### config.mk
export PLATFORM = sky130hd
export DESIGN_NAME = systolic_feeder
export DESIGN_NICKNAME = d
export VERILOG_FILES = /design/src/rtl/sa_pkg.sv /design/src/rtl/skew_delay_line.sv /design/src/rtl/systolic_feeder.sv
export SDC_FILE = /design/constraint.sdc
export NUM_CORES = 1
export LEC_CHECK = 0
export BUFFER_PORTS_ARGS = -buffer_cell sky130_fd_sc_hd__buf_2
export CAP_MARGIN = 20
export CORE_UTILIZATION = 45
export DETAILED_ROUTE_END_ITERATION = 7
export PLACE_DENSITY = 0.69
export SYNTH_ARGS = -nofsm -noshare
export SYNTH_HDL_FRONTEND = slang
export SYNTH_HIERARCHICAL = 1
export SYNTH_SLANG_ARGS = --single-unit
### constraint.sdc
create_clock -name clk -period 2.5 [get_ports clk]
set_clock_uncertainty 0.15 [all_clocks]
set_input_delay 0.25 -clock clk [delete_from_list [all_inputs] [get_ports clk]]
set_output_delay 0.25 -clock clk [all_outputs]
set_load 0.05 [all_outputs]
### src/rtl/sa_pkg.sv
// Shared definitions for the weight-stationary systolic array blocks:
// default geometry, feeder FSM encoding and lane packing helper.
package sa_pkg;

    localparam int SA_DATA_WIDTH = 8;
    localparam int SA_ROWS       = 4;
    localparam int SA_COLS       = 4;

    typedef enum logic [1:0] {
        IDLE   = 2'd0,
        STREAM = 2'd1,
        FLUSH  = 2'd2
    } feeder_state_t;

    // Lane r of a packed vector occupies bits [r*width +: width].
    function automatic int lane_lsb(input int lane, input int width);
        return lane * width;
    endfunction

endpackage

### src/rtl/skew_delay_line.sv
// Fixed-depth registered shift register with synchronous clear; one per
// array row, depth chosen to produce the diagonal skew.
module skew_delay_line #(
    parameter int DEPTH = 1,
    parameter int WIDTH = 9
) (
    input  logic             clk,
    input  logic             clr,
    input  logic [WIDTH-1:0] din,
    output logic [WIDTH-1:0] dout
);

    logic [WIDTH-1:0] stage [DEPTH];

    always_ff @(posedge clk) begin
        if (clr) begin
            for (int i = 0; i < DEPTH; i++) begin
                stage[i] <= '0;
            end
        end else begin
            stage[0] <= din;
            for (int i = 1; i < DEPTH; i++) begin
                stage[i] <= stage[i-1];
            end
        end
    end

    assign dout = stage[DEPTH-1];

endmodule

### src/rtl/systolic_feeder.sv
// Activation skew feeder: accepts one vector per cycle, skews lane r by r
// cycles, appends a zero drain per tile and signals tile completion.
module systolic_feeder
    import sa_pkg::*;
#(
    parameter int DATA_WIDTH = SA_DATA_WIDTH,
    parameter int ROWS       = SA_ROWS,
    parameter int COLS       = SA_COLS
) (
    input  logic                       clk,
    input  logic                       rst,
    input  logic                       in_valid_i,
    output logic                       in_ready_o,
    input  logic [ROWS*DATA_WIDTH-1:0] in_data_i,
    input  logic                       in_last_i,
    output logic [ROWS*DATA_WIDTH-1:0] data_a_o,
    output logic [ROWS-1:0]            row_valid_o,
    output logic                       acc_en_o,
    output logic                       busy_o,
    output logic                       tile_done_o
);

    localparam int FLUSH_CYCLES = ROWS - 1 + COLS;
    localparam int CNT_W        = $clog2(FLUSH_CYCLES + 1);
    localparam logic [CNT_W-1:0] FLUSH_LOAD = CNT_W'(FLUSH_CYCLES - 1);

    feeder_state_t    state, state_n;
    logic [CNT_W-1:0] flush_cnt, flush_cnt_n;
    logic             ready;
    logic             done_n;
    logic             hs;
    logic             acc_en_p1;
    logic             tile_done_p1;

    assign in_ready_o = ready && !rst;
    assign hs         = in_valid_i && in_ready_o;

    always_ff @(posedge clk) begin
        if (rst) begin
            state        <= IDLE;
            flush_cnt    <= '0;
            acc_en_p1    <= 1'b0;
            tile_done_p1 <= 1'b0;
        end else begin
            state        <= state_n;
            flush_cnt    <= flush_cnt_n;
            acc_en_p1    <= (state_n != IDLE);
            tile_done_p1 <= done_n;
        end
    end

    always_comb begin
        state_n     = state;
        flush_cnt_n = flush_cnt;
        ready       = 1'b0;
        done_n      = 1'b0;
        case (state)
            IDLE: begin
                ready = 1'b1;
                if (in_valid_i) begin
                    if (in_last_i) begin
                        state_n     = FLUSH;
                        flush_cnt_n = FLUSH_LOAD;
                    end else begin
                        state_n = STREAM;
                    end
                end
            end
            STREAM: begin
                ready = 1'b1;
                if (in_valid_i && in_last_i) begin
                    state_n     = FLUSH;
                    flush_cnt_n = FLUSH_LOAD;
                end
            end
            FLUSH: begin
                if (flush_cnt == '0) begin
                    state_n = IDLE;
                    done_n  = 1'b1;
                end else begin
                    flush_cnt_n = flush_cnt - 1'b1;
                end
            end
            default: state_n = IDLE;
        endcase
    end

    assign acc_en_o    = acc_en_p1;
    assign tile_done_o = tile_done_p1;
    assign busy_o      = (state != IDLE);

    // Skew stage: lane r sees only handshaken data; bubbles and drain are zero.
    for (genvar r = 0; r < ROWS; r++) begin : g_lane
        localparam int LSB = lane_lsb(r, DATA_WIDTH);
        logic signed [DATA_WIDTH-1:0] lane_in;
        logic        [DATA_WIDTH:0]   lane_out;

        assign lane_in = hs ? in_data_i[LSB +: DATA_WIDTH] : '0;

        skew_delay_line #(
            .DEPTH (r + 1),
            .WIDTH (DATA_WIDTH + 1)
        ) u_delay (
            .clk  (clk),
            .clr  (rst),
            .din  ({lane_in, hs}),
            .dout (lane_out)
        );

        assign data_a_o[LSB +: DATA_WIDTH] = lane_out[DATA_WIDTH:1];
        assign row_valid_o[r]              = lane_out[0];
    end

endmodule

# ---- Yosys cells after proc, flatten, opt, wreduce, memory -nomap -nowiden
# Memories as Yosys holds them, arrays and structs flattened.
# Index checks and enable logic that the tools add are counted.
dict set report classes {
  add_sub_neg 1
  n_eq_ne 6
  muxes 30
  bitwise 10
  reduce_logical 13
}
# operator n
set op_table {}
lappend op_table {{$mux W9} 10}
lappend op_table {{$mux W8} 4}
lappend op_table {{$mux W3} 4}
lappend op_table {{$or A1 B1 Y1} 9}
lappend op_table {{$pmux W3 S3} 1}
lappend op_table {{$reduce_or A9 Y1} 1}
lappend op_table {{$mux W2} 4}
lappend op_table {{$ne A2 B2 Y1 const B} 4}
lappend op_table {{$mux W1} 6}
lappend op_table {{$pmux W2 S3} 1}
lappend op_table {{$reduce_and A5 Y1} 1}
lappend op_table {{$reduce_bool A2 Y1} 2}
lappend op_table {{$reduce_or A2 Y1} 2}
lappend op_table {{$logic_and A1 B1 Y1} 3}
lappend op_table {{$logic_not A3 Y1} 1}
lappend op_table {{$reduce_bool A3 Y1} 1}
lappend op_table {{$sub A3 B1 Y3 const B} 1}
lappend op_table {{$eq A2 B1 Y1 const B} 1}
lappend op_table {{$eq A2 B2 Y1 const B} 1}
lappend op_table {{$logic_not A2 Y1} 1}
lappend op_table {{$logic_not A1 Y1} 1}
lappend op_table {{$not A1 Y1} 1}
dict set report totals {
  regBits 7
  ramBits 90
  input_bits 36
  memories 4
}
# memory depth width rd rd_clocked_by_memory_dff wr line_no
set mem_list {}
lappend mem_list {{g_lane[3].u_delay.stage} 4 9 4 0 4 skew_delay_line.sv:13} ;# logic [WIDTH-1:0] stage [DEPTH];
lappend mem_list {{g_lane[2].u_delay.stage} 3 9 3 0 3 skew_delay_line.sv:13}
lappend mem_list {{g_lane[1].u_delay.stage} 2 9 2 0 2 skew_delay_line.sv:13}
lappend mem_list {{g_lane[0].u_delay.stage} 1 9 1 0 1 skew_delay_line.sv:13}

# ---- Longest topological paths before layout
# Gate-level depths: netlist of run 1.
dict set report logic_depth {
  depth_word 7
  mapped_depth 6
}

# ---- By module
# The synthesis of run 1 kept the hierarchy.
# mod n_inst cells_per_inst area_per_inst_um2 seq_area_each_um2
set by_module_without_submodules {}
lappend by_module_without_submodules {{skew_delay_line (g_lane[3].u_delay)} 1 75 994.7 720.7}
lappend by_module_without_submodules {{skew_delay_line (g_lane[2].u_delay)} 1 65 817.0 540.5}
lappend by_module_without_submodules {{skew_delay_line (g_lane[1].u_delay)} 1 46 556.8 360.3}
lappend by_module_without_submodules {systolic_feeder 1 72 534.3 140.1}
lappend by_module_without_submodules {{skew_delay_line (g_lane[0].u_delay)} 1 18 236.5 180.2}

# ---- Worst setup path before layout of run 1
# No wires, ideal clock.
dict set report synth_path {
  path_type {input to register}
  from {input rst}
  to {memory g_lane[2].u_delay.stage[0][0]}
  setup_ns 0.057
  t_arrival_ns 1.605
  setup_slack_ns 0.688
  cell_stages 5
  path_buffers 2
  cell_sequence {clkbuf_1 -> nor2_1 -> clkbuf_1 -> and2_1 -> and2b_2}
}
# item line_no
set synth_rtl {}
lappend synth_rtl {{start, declared} systolic_feeder.sv:11} ;# input logic rst,
lappend synth_rtl {{end, declared} skew_delay_line.sv:13}

# ---- Worst setup path in the final report of run 1
dict set report layout_path {
  from {register flush_cnt[0]}
  to {register flush_cnt[2]}
}
dict set report layout_between {
  elab_chain_len 3
  elab_cells_between_ends 6
  classes_between {add/sub (1); eq/ne (1); mux (2); reduce/logical (2)}
}
# item line_no
set layout_lines {}
lappend layout_lines {{start, declared} systolic_feeder.sv:28} ;# logic [CNT_W-1:0] flush_cnt, flush_cnt_n;
lappend layout_lines {{start signal, assigned} systolic_feeder.sv:46} ;# flush_cnt <= flush_cnt_n;
lappend layout_lines {{$sub A3 B1 Y3 / $logic_not A3 Y1 (equally long branches)} {systolic_feeder.sv:81, systolic_feeder.sv:77}}
lappend layout_lines {{$mux W3 / $ne A2 B2 Y1 (equally long branches)} --}
lappend layout_lines {{$pmux W3 S3 / $reduce_and A5 Y1 (equally long branches)} --}
# Parallel ways exist; a longest one is shown, timed or not. The select of a mux whose other input is x is not followed.
# A chain may end at the register's enable or synchronous reset.

==> results of run 1 <==
-- cell type report --
class / count / area, µm²
multi-input cells: 142 / 952
well taps: 80 / 100
clock buffers: 9 / 124
flip-flops and latches: 97 / 1940
inverters: 5 / 18.8
clock inverters: 7 / 53.8
repair buffers: 77 / 390
fillers: 607 / 3180
-- tightest hold or removal path, cell delays in order --
cell                      delay (ps)
sky130_fd_sc_hd__buf_2            70
sky130_fd_sc_hd__and3_1          130
sky130_fd_sc_hd__and2b_1         110
-- kinds of logic after synthesis --
logic type / after synthesis
buffers and inverters: 37
muxes: 1
AOI/OAI and AO/OA: 5
adders and majority gates: 2
and+or+nand+nor: 134
DFF: 97
-- report_power, final --
| part | switching, µW | internal, µW |
|---|---|---|
| registers | 10.0 | 1580 |
| logic | 122 | 77.2 |
| clock network | 535 | 372 |
| total | 668 | 2030 |
-- worst paths after layout --
path	slack, ps	endpoint	start
max reg2reg	540	flush_cnt[2]$_SDFFE_PP0P_	flush_cnt[0]$_SDFFE_PP0P_
min reg2reg	290	g_lane[3].u_delay/stage[3][6]$_SDFF_PP0_	g_lane[3].u_delay/stage[2][6]$_SDFF_PP0_
min	80	g_lane[1].u_delay/stage[0][2]$_SDFF_PP0_	in_data_i[9]
max	540	flush_cnt[2]$_SDFFE_PP0P_	flush_cnt[0]$_SDFFE_PP0P_
-- routing by layer --
metal	vias up	GRT usage, %
met2	50	19.1
met3	11	4.52
li1	962	-
met5	-	0
met1	797	14.2
met4	0	8.18
-- sequential cells by signal (all words and copies together), names as in the netlist --
| register | flops |
|---|---|
| g_lane.u_delay/stage | 90 |
| flush_cnt | 3 |
| state | 2 |
| acc_en_o | 1 |
| tile_done_o | 1 |
-- synth_stat cells (all sizes together) --
cell    instances  area, µm²
dfxtp          97       1940
nor2b          70        438
and3           32        200
buf            24        199
and2b          20        166
clkbuf          8       30.0
inv             5       18.8
nor2            3       11.3
a221oi          2       17.5
and2            2       15.0
ha              2       25.0
nor3            2       10.0
nor4b           2       17.5
a21oi           1       5.00
a31oi           1       6.26
mux2i           1       10.0
nand3b          1       7.51
o21ai           1       5.00
or2             1       6.26
or3b            1       8.76
-- metrics by stage --
step	cell area (µm²)	util, %	worst slack, ps	power [µW]
2_1_floorplan	3140	-	688	1770
3_3_place_gp	3400	50.4	712	1820
3_5_place_dp	3400	50.4	567	1830
4_1_cts	3580	53.0	550	2730
5_1_grt	3580	53.0	390	2820
6_report	3580	53.0	537	2700
==> results.json, run 1 <==
{
  "overflow": 0,
  "timing.setup.tns_ps": 0,
  "final-setup-viol-count": 0,
  "period_needed_ps": 1960,
  "cp_peak_stage_delay_ps": 430,
  "max_slew.worst_pin.slew_ps": 863,
  "total_placed_cells_including_tap_cells": 401,
  "drt_drc_violations_left": 1,
  "tritoncts": "yes",
  "post_synth.cell_area_avg_um2": 11.4,
  "rsz0062_at_grt": "no",
  "n_antenna_cell": 0,
  "vias_in_the_first_global_route": 1474,
  "globalRouteTotalUtil_pct": 12.3,
  "placer_congestion": 0.732,
  "slew_viol_final": 0,
  "critPathMostFrequentCell": "sky130_fd_sc_hd__ha_1",
  "design.die.area_mm2": 0.00731,
  "clockBufferDepth": 2,
  "timing.critical_path.slowest_stage_cell": "sky130_fd_sc_hd__or3b_1",
  "largest_net_degree_at_the_start_of_global_routing": 98,
  "route.layer.met1.wl_mm": 1.98,
  "ctsHtreeMaxLevel": 3,
  "top_layer_used": "met4",
  "detail_route.first_pass.iterations": 6,
  "synth_simple_gate_area_share_pct": 28.1,
  "path_buf_inv": 1,
  "pleak_uw": 0.00176,
  "crit_required_ps": 2600,
  "detail_route.vias_per_cell": 4.36,
  "combinational_family_with_the_most_area_after_synthesis": "simple AND/OR/NAND/NOR gates",
  "initial_utilization_pct": 46.5,
  "power.density_mw_per_mm2": 753,
  "critical_path_class": "flop to flop",
  "yosys-mux-area-fraction_pct": 0.319,
  "timing.critical_path.cells": "inv_1, ha_1, ha_1, or3b_1, and2_4, a221oi_1",
  "mostFrequentLayoutCell": "sky130_fd_sc_hd__dfxtp_1",
  "clkTransAtPathRegs_ps": 90,
  "clock_insertion_delay_worst_skew_ps": 350,
  "placementRows": 30,
  "syn_nets": 314,
  "cts-root-buf": "sky130_fd_sc_hd__clkbuf_8",
  "violations": "DRC",
  "numPortBuffers": 75,
  "detail_route.wirelength_mm": 4.36,
  "routed-wl-met3_um": 246,
  "rr_worst_depth": 6,
  "cts.repair_timing.setup_buffer_count": 0,
  "max_freq_mhz": 509,
  "post_synthesis_instance_total": 276,
  "status": "finished, violations left",
  "worst_setup_path_start_kind": "flop",
  "yosysWarningCount": 6,
  "yosys_register_bits": 97,
  "vias": 1820,
  "fin_crit_share_pct": 78.5,
  "grt_first_pass_wirelength_mm": 6.80,
  "finalHoldWorstSlack_ps": 78.5,
  "synth_cell_type_count": 23,
  "cts-buffers-inserted": 9,
  "synth-compound-area-share_pct": 1.08,
  "number_of_non_filler_instances_in_the_completed_layout": 417,
  "tritoncts_num_sinks": 97,
  "wire_per_inst_um": 10.4,
  "io_pins": 76,
  "detail-route-antenna-nets": 0,
  "die-width_um": 85.5,
  "place.detailed.hpwl_mm": 2.69,
  "antenna_found_initial": 0,
  "timing_hold_violations_final": 0,
  "design.final.nets": 370,
  "hold_path_class": "primary input to flop",
  "drt_iter0_drc": 73,
  "synth-xor-area-share_pct": 0,
  "peak_supply_drop_uv": 306,
  "synth_sequential_area_ratio_pct": 61.9,
  "critPathTopFamily": "simple AND/OR/NAND/NOR gates",
  "post_synth_instance_area_mm2": 0.00314,
  "wl_met2_mm": 2.03,
  "cts_repair_resize_count": 0,
  "peak_fanout_along_the_critical_path": 4,
  "cap_violations": 0,
  "area.growth.synth_to_final_pct": 14.1,
  "timing.critical_path.depth": 6,
  "worst-endpoint-arrival_ps": 2060,
  "layout_common_cells": "sky130_fd_sc_hd__dfxtp_1, sky130_fd_sc_hd__buf_2, sky130_fd_sc_hd__nor2b_1, sky130_fd_sc_hd__and3_1, sky130_fd_sc_hd__and2b_2",
  "synth-adder-area-share_pct": 0.797,
  "die-height_um": 85.5,
  "core-area_mm2": 0.00676,
  "hold_depth": 3,
  "timing.slew.headroom_pct": 42.5,
  "worst_setup_path_end_kind": "flop",
  "final_layout_size_suffix_gt1_share_pct": 32.3,
  "cts_hold_repair.buffers": 0
}
Note: power is estimated with default switching activity, not from simulation.
==> run 2: changes to the inputs <==
PLACE_DENSITY = 0.72   (was 0.69)
clock period = 1.8 ns   (was 2.5 ns; I/O delays follow)
==> results.json, run 2 (synthesis gave the netlist of run 1 again) <==
{
  "violations": "DRC",
  "r2r_slack_ps": 40,
  "peak_supply_drop_uv": 463,
  "detail_route.vias_per_cell": 4.31,
  "ctsHtreeMaxLevel": 3,
  "path_buf_inv": 1,
  "core-area_mm2": 0.00676,
  "reg2reg_to": "flush_cnt[1]$_SDFFE_PP0P_",
  "timing.slew.headroom_pct": 68.0,
  "top_layer_used": "met4",
  "timing.critical_path.cells": "inv_2, ha_4, ha_4, or3b_4, and2_4, a221oi_2",
  "timing_hold_violations_final": 0,
  "critical_path_class": "flop to flop",
  "vias_in_the_first_global_route": 1560,
  "wl_met2_mm": 2.17,
  "vias": 1830,
  "timing.critical_path.slowest_stage_cell": "sky130_fd_sc_hd__or3b_4",
  "timing.critical_path.depth": 6,
  "cp_peak_stage_delay_ps": 400,
  "max_slew.worst_pin.slew_ps": 480,
  "initial_utilization_pct": 46.5,
  "final_layout_size_suffix_gt1_share_pct": 35.4,
  "worst_setup_path_end_kind": "flop",
  "number_of_non_filler_instances_in_the_completed_layout": 425,
  "pleak_uw": 0.00182,
  "globalRouteTotalUtil_pct": 12.8,
  "cap_violations": 0,
  "regToRegStartpoint": "flush_cnt[0]$_SDFFE_PP0P_",
  "io_pins": 76,
  "overflow": 0,
  "crit_required_ps": 1900,
  "numPortBuffers": 75,
  "mostFrequentLayoutCell": "sky130_fd_sc_hd__dfxtp_1",
  "worst_setup_path_start_kind": "flop",
  "placementRows": 30,
  "largest_register": "g_lane.u_delay/stage",
  "route.layer.met1.wl_mm": 2.12,
  "placer_congestion": 0.762,
  "antenna_found_initial": 0,
  "status": "finished, violations left",
  "die-width_um": 85.5,
  "design.die.area_mm2": 0.00731,
  "clockBufferDepth": 2,
  "critPathMostFrequentCell": "sky130_fd_sc_hd__ha_4",
  "n_antenna_cell": 0,
  "area.sequential_mm2": 0.00194,
  "grt_first_pass_wirelength_mm": 7.15,
  "nFillCells": 629,
  "clock_insertion_delay_worst_skew_ps": 350,
  "peak_fanout_along_the_critical_path": 4,
  "largest_register_ffs": 90,
  "detail_route.first_pass.iterations": 5,
  "tritoncts": "yes",
  "drt_iter0_drc": 57,
  "tritoncts_num_sinks": 97,
  "detail_route.wirelength_mm": 4.58,
  "layout_common_cells": "sky130_fd_sc_hd__dfxtp_1, sky130_fd_sc_hd__buf_2, sky130_fd_sc_hd__nor2b_1, sky130_fd_sc_hd__and3_1, sky130_fd_sc_hd__and2b_2",
  "hold_path_class": "primary input to flop",
  "detail-route-antenna-nets": 0,
  "design.final.nets": 378,
  "place.detailed.hpwl_mm": 2.85,
  "p_total_uw": 3930,
  "drt_drc_violations_left": 1,
  "period_needed_ps": 1760,
  "rr_worst_depth": 6,
  "total_placed_cells_including_tap_cells": 405,
  "fin_crit_share_pct": 97.8,
  "cts-root-buf": "sky130_fd_sc_hd__clkbuf_8",
  "finalCoreUtilization_pct": 55.1,
  "critPathTopFamily": "simple AND/OR/NAND/NOR gates",
  "rsz0062_at_grt": "no",
  "final-setup-viol-count": 0,
  "crit_path_start": "flush_cnt[0]$_SDFFE_PP0P_",
  "timing.setup.tns_ps": 0,
  "routed-wl-met3_um": 216,
  "largest_net_degree_at_the_start_of_global_routing": 52,
  "wire_per_inst_um": 10.8,
  "clkTransAtPathRegs_ps": 100,
  "largestRegisters": "g_lane.u_delay/stage x90, flush_cnt x3, state x2",
  "slew_viol_final": 0,
  "critical_path.endpoint": "flush_cnt[1]$_SDFFE_PP0P_",
  "area.growth.synth_to_final_pct": 18.6,
  "power.density_mw_per_mm2": 1060,
  "die-height_um": 85.5,
  "cts-buffers-inserted": 9,
  "max_freq_mhz": 568,
  "multi_input_area_um2": 992,
  "worst-endpoint-arrival_ps": 1860
}
==> run 2: cell count changes in the layout (fill, tap and decap cells not counted), moves of 2 or more <==
cell                            before  now
sky130_fd_sc_hd__a221oi_1            2    0
sky130_fd_sc_hd__dlygate4sd3_1       0    4
sky130_fd_sc_hd__dfxtp_1            97   95
sky130_fd_sc_hd__dfxtp_2             0    2
sky130_fd_sc_hd__inv_1               5    3
sky130_fd_sc_hd__ha_4                0    2
sky130_fd_sc_hd__ha_1                2    0
sky130_fd_sc_hd__clkinv_4            0    2
sky130_fd_sc_hd__a221oi_2            0    2
sky130_fd_sc_hd__inv_2               0    2
sky130_fd_sc_hd__buf_4               2    6
sky130_fd_sc_hd__clkinv_2            2    0
==> run 2: area by class of cell <==
class,count,share of cell area [%]
Tap cell,80,2.69
Clock buffer,9,3.33
Timing Repair Buffer,85,12.4
Sequential cell,97,52.2
Clock inverter,7,2.25
Multi-Input combinational cell,142,26.6
Inverter,5,0.504
==> run 2: metrics by stage <==
step	worst slack (ps)	cell area (µm²)	hold slack, ps
2_1_floorplan	52.1	3140	102
3_3_place_gp	35.1	3430	266
3_5_place_dp	-138	3430	270
4_1_cts	-11.4	3700	2.24
5_1_grt	3.41	3720	12.6
6_report	39.4	3720	12.7
==> run 2: worst min-delay path by stage <==
stage	start	end	depth (start not counted)
finish	in_data_i[1]	g_lane[0].u_delay/stage[0][2]$_SDFF_PP0_	3
global route	in_data_i[14]	g_lane[1].u_delay/stage[0][7]$_SDFF_PP0_	3
CTS	in_data_i[11]	g_lane[1].u_delay/stage[0][4]$_SDFF_PP0_	3
detailed placement	g_lane[2].u_delay/stage[0][14]$_SDFF_PP0_	g_lane[2].u_delay/stage[0][23]$_SDFF_PP0_	1
global placement	g_lane[1].u_delay/stage[0][3]$_SDFF_PP0_	g_lane[1].u_delay/stage[0][12]$_SDFF_PP0_	1
floorplan	rst	g_lane[0].u_delay/stage[0][0]$_SDFF_PP0_	1
==> run 2: timing repair <==
action / 4_1_cts / 5_1_grt
setup buffers: 0 / 0
hold endpoints to repair: 4 / 0
gates resized for setup: 5 / 6
hold buffers: 4 / 0
gates cloned: 0 / 0
pin swaps: 0 / 1
setup endpoints to repair: 2 / 2
==> run 2: tightest hold or removal path: stages <==
cell and delay, ps:
sky130_fd_sc_hd__buf_2 70, sky130_fd_sc_hd__and3_1 120, sky130_fd_sc_hd__nor2b_1 110
==> run 2: where the power goes <==
part | total, µW | internal (µW) | switching, µW | leakage [µW]
sequential | 2210 | 2190 | 14.4 | 0.000788
clock | 1410 | 666 | 746 | 0.000102
combinational | 314 | 132 | 182 | 0.000932
total | 3930 | 2990 | 942 | 0.00182
==> run 2: routing by layer <==
layer / vias up / track usage (%)
met5: - / 0
met4: 0 / 5.45
met3: 7 / 5.49
met2: 45 / 20.4
met1: 798 / 15.1
li1: 980 / -
==> run 3: changes to the inputs <==
ABC_AREA = 1   (was default)
PLACE_DENSITY = 0.71   (was 0.72)
==> results.json, run 3 <==
{
  "worst_setup_path_end_kind": "output port",
  "finalCoreUtilization_pct": 56.8,
  "wire_per_inst_um": 8.55,
  "place.detailed.hpwl_mm": 3.02,
  "layout_common_cells": "sky130_fd_sc_hd__inv_1, sky130_fd_sc_hd__nor2_1, sky130_fd_sc_hd__dfxtp_1, sky130_fd_sc_hd__buf_2, sky130_fd_sc_hd__dlygate4sd3_1",
  "grt_first_pass_wirelength_mm": 8.56,
  "status": "completed",
  "worst-endpoint-arrival_ps": 1210,
  "rsz0062_at_grt": "no",
  "area.growth.synth_to_final_pct": 22.5,
  "cap_violations": 0,
  "pleak_uw": 0.00203,
  "tritoncts_num_sinks": 97,
  "drt_iter0_drc": 66,
  "tritoncts": "yes",
  "post_synthesis_instance_total": 409,
  "detail_route.wirelength_mm": 5.14,
  "crit_path_start": "state[1]$_SDFF_PP0_",
  "vias_in_the_first_global_route": 1972,
  "yosys_register_bits": 97,
  "placementRows": 31,
  "max_slew.worst_pin.slew_ps": 363,
  "synth-edff-count": 0,
  "placed_area_mm2": 0.00358,
  "largest_register_ffs": 90,
  "critical_path_class": "flop to output port",
  "die-height_um": 88.2,
  "numPortBuffers": 75,
  "period_needed_ps": 1540,
  "final_layout_size_suffix_gt1_share_pct": 19.9,
  "timing.slew.headroom_pct": 75.8,
  "synth.area.top_cells": "sky130_fd_sc_hd__dfxtp_1, sky130_fd_sc_hd__inv_1, sky130_fd_sc_hd__nor2_1",
  "final-setup-viol-count": 0,
  "syn_nets": 447,
  "synth_cell_type_count": 17,
  "hold_path_class": "primary input to flop",
  "n_antenna_cell": 0,
  "peak_fanout_along_the_critical_path": 4,
  "synth_top_cells_by_count": "sky130_fd_sc_hd__inv_1, sky130_fd_sc_hd__nor2_1, sky130_fd_sc_hd__dfxtp_1",
  "detail_route.vias_per_cell": 3.76,
  "largestRegisters": "g_lane.u_delay/stage x90, flush_cnt x3, state x2",
  "synth_most_common_cell": "sky130_fd_sc_hd__inv_1",
  "mostFrequentLayoutCell": "sky130_fd_sc_hd__inv_1",
  "regToRegStartpoint": "flush_cnt[0]$_SDFFE_PP0P_",
  "core-area_mm2": 0.00721,
  "p_total_uw": 3900,
  "worst_setup_path_start_kind": "flop",
  "post_synth_instance_area_mm2": 0.00334,
  "hold_depth": 2,
  "netlist.top_cell.by_area": "sky130_fd_sc_hd__dfxtp_1",
  "clockBufferDepth": 2,
  "max_freq_mhz": 650,
  "largest_register": "g_lane.u_delay/stage",
  "peak_supply_drop_uv": 443,
  "fin_crit_share_pct": 85.5,
  "antenna_found_initial": 0,
  "overflow": 0,
  "synth_sequential_area_ratio_pct": 58.1,
  "place_ws_ps": 292,
  "die-width_um": 88.2,
  "rr_worst_depth": 7,
  "timing.setup.tns_ps": 0,
  "drt_drc_violations_left": 0,
  "vias": 2260,
  "design.final.nets": 535,
  "detail-route-antenna-nets": 0,
  "design.die.area_mm2": 0.00778,
  "power.density_mw_per_mm2": 951,
  "initial_utilization_pct": 46.3,
  "synthFlopType": "sky130_fd_sc_hd__dfxtp_1",
  "crit_required_ps": 1470,
  "timing_hold_violations_final": 0,
  "post-route-worst-setup-slack_ps": 261,
  "yosysWarningCount": 6,
  "clock_insertion_delay_worst_skew_ps": 350,
  "hold_path_startpoint": "rst",
  "post-synth-top-area-fraction_pct": 58.1,
  "largest_net_degree_at_the_start_of_global_routing": 67,
  "synth-async-reset-ratio_pct": 0,
  "clkTransAtPathRegs_ps": 100,
  "post_synth.cell_area_avg_um2": 8.17,
  "slew_viol_final": 0,
  "globalRouteTotalUtil_pct": 14.7,
  "detail_route.first_pass.iterations": 4,
  "cts-root-buf": "sky130_fd_sc_hd__clkbuf_8",
  "ctsHtreeMaxLevel": 3,
  "io_pins": 76,
  "cts-buffers-inserted": 9,
  "placer_congestion": 0.684,
  "design_area_mm2": 0.00410
}
run 3: cell count changes after synthesis, moves of 3 or more:
| cell | delta |
|---|---|
| sky130_fd_sc_hd__and2b_1 | -7 |
| sky130_fd_sc_hd__and2b_2 | -13 |
| sky130_fd_sc_hd__and3_1 | -32 |
| sky130_fd_sc_hd__buf_6 | +7 |
| sky130_fd_sc_hd__clkbuf_1 | -8 |
| sky130_fd_sc_hd__inv_1 | +128 |
| sky130_fd_sc_hd__nand2_1 | +8 |
| sky130_fd_sc_hd__nand3_1 | +3 |
| sky130_fd_sc_hd__nor2_1 | +120 |
| sky130_fd_sc_hd__nor2_2 | +5 |
| sky130_fd_sc_hd__nor2b_1 | -70 |
run 3: logic make-up after synthesis:
| group | synth area share, % |
|---|---|
| AOI/OAI and AO/OA | 0.561 |
| adders and majority gates | 0.748 |
| buffers and inverters | 23.5 |
| DFF | 58.1 |
| and+or+nand+nor | 17.1 |
run 3: critical path, stage by stage (launching register included):
cell and delay (ps):
sky130_fd_sc_hd__dfxtp_1 430, sky130_fd_sc_hd__inv_1 100, sky130_fd_sc_hd__nand2_1 70, sky130_fd_sc_hd__buf_2 250
run 3: what timing repair did:
action | 4_1_cts | 5_1_grt
buffers inserted | 0 | 0
resized for setup | 0 | 0
hold endpoints to repair | 32 | 0
hold buffers | 32 | 0
setup endpoints to repair | 0 | 0
run 3: cell type report:
cell class                      instances  area [µm²]
Fill cell                             704        3120
Sequential cell                        97        1940
Timing Repair Buffer                  108         718
Multi-Input combinational cell        148         617
Inverter                              133         499
Clock buffer                            9         124
Tap cell                               99         124
Clock inverter                          7        72.6
run 3: path summary, 6_finish.rpt:
| kind | to | slack [ps] |
|---|---|---|
| max | busy_o | 260 |
| min | g_lane[0].u_delay/stage[0][6]$_SDFF_PP0_ | 40 |
| max reg2reg | flush_cnt[0]$_SDFFE_PP0P_ | 280 |
| min reg2reg | g_lane[3].u_delay/stage[2][2]$_SDFF_PP0_ | 250 |
run 3: metrics by stage:
stage / hold WS (ps) / std cells
after detailed placement: 242 / 553
after global placement: 239 / 553
final: 43.4 / 601
after floorplan: 108 / 409
after CTS: 23.1 / 601
after global routing: 35.3 / 601
run 3: power by group:
part	switching (µW)	internal [µW]
clock network	792	545
logic	216	135
registers	14.5	2190
run 3: metal layers:
metal	share of wire [%]	GRT usage (%)	vias to the layer above	wire, µm
li1	-	-	1259	-
met1	44	17.2	932	2240
met2	49	23.7	57	2530
met3	4.4	4.71	12	227
met4	2.8	8.21	0	142
met5	0	0	-	0
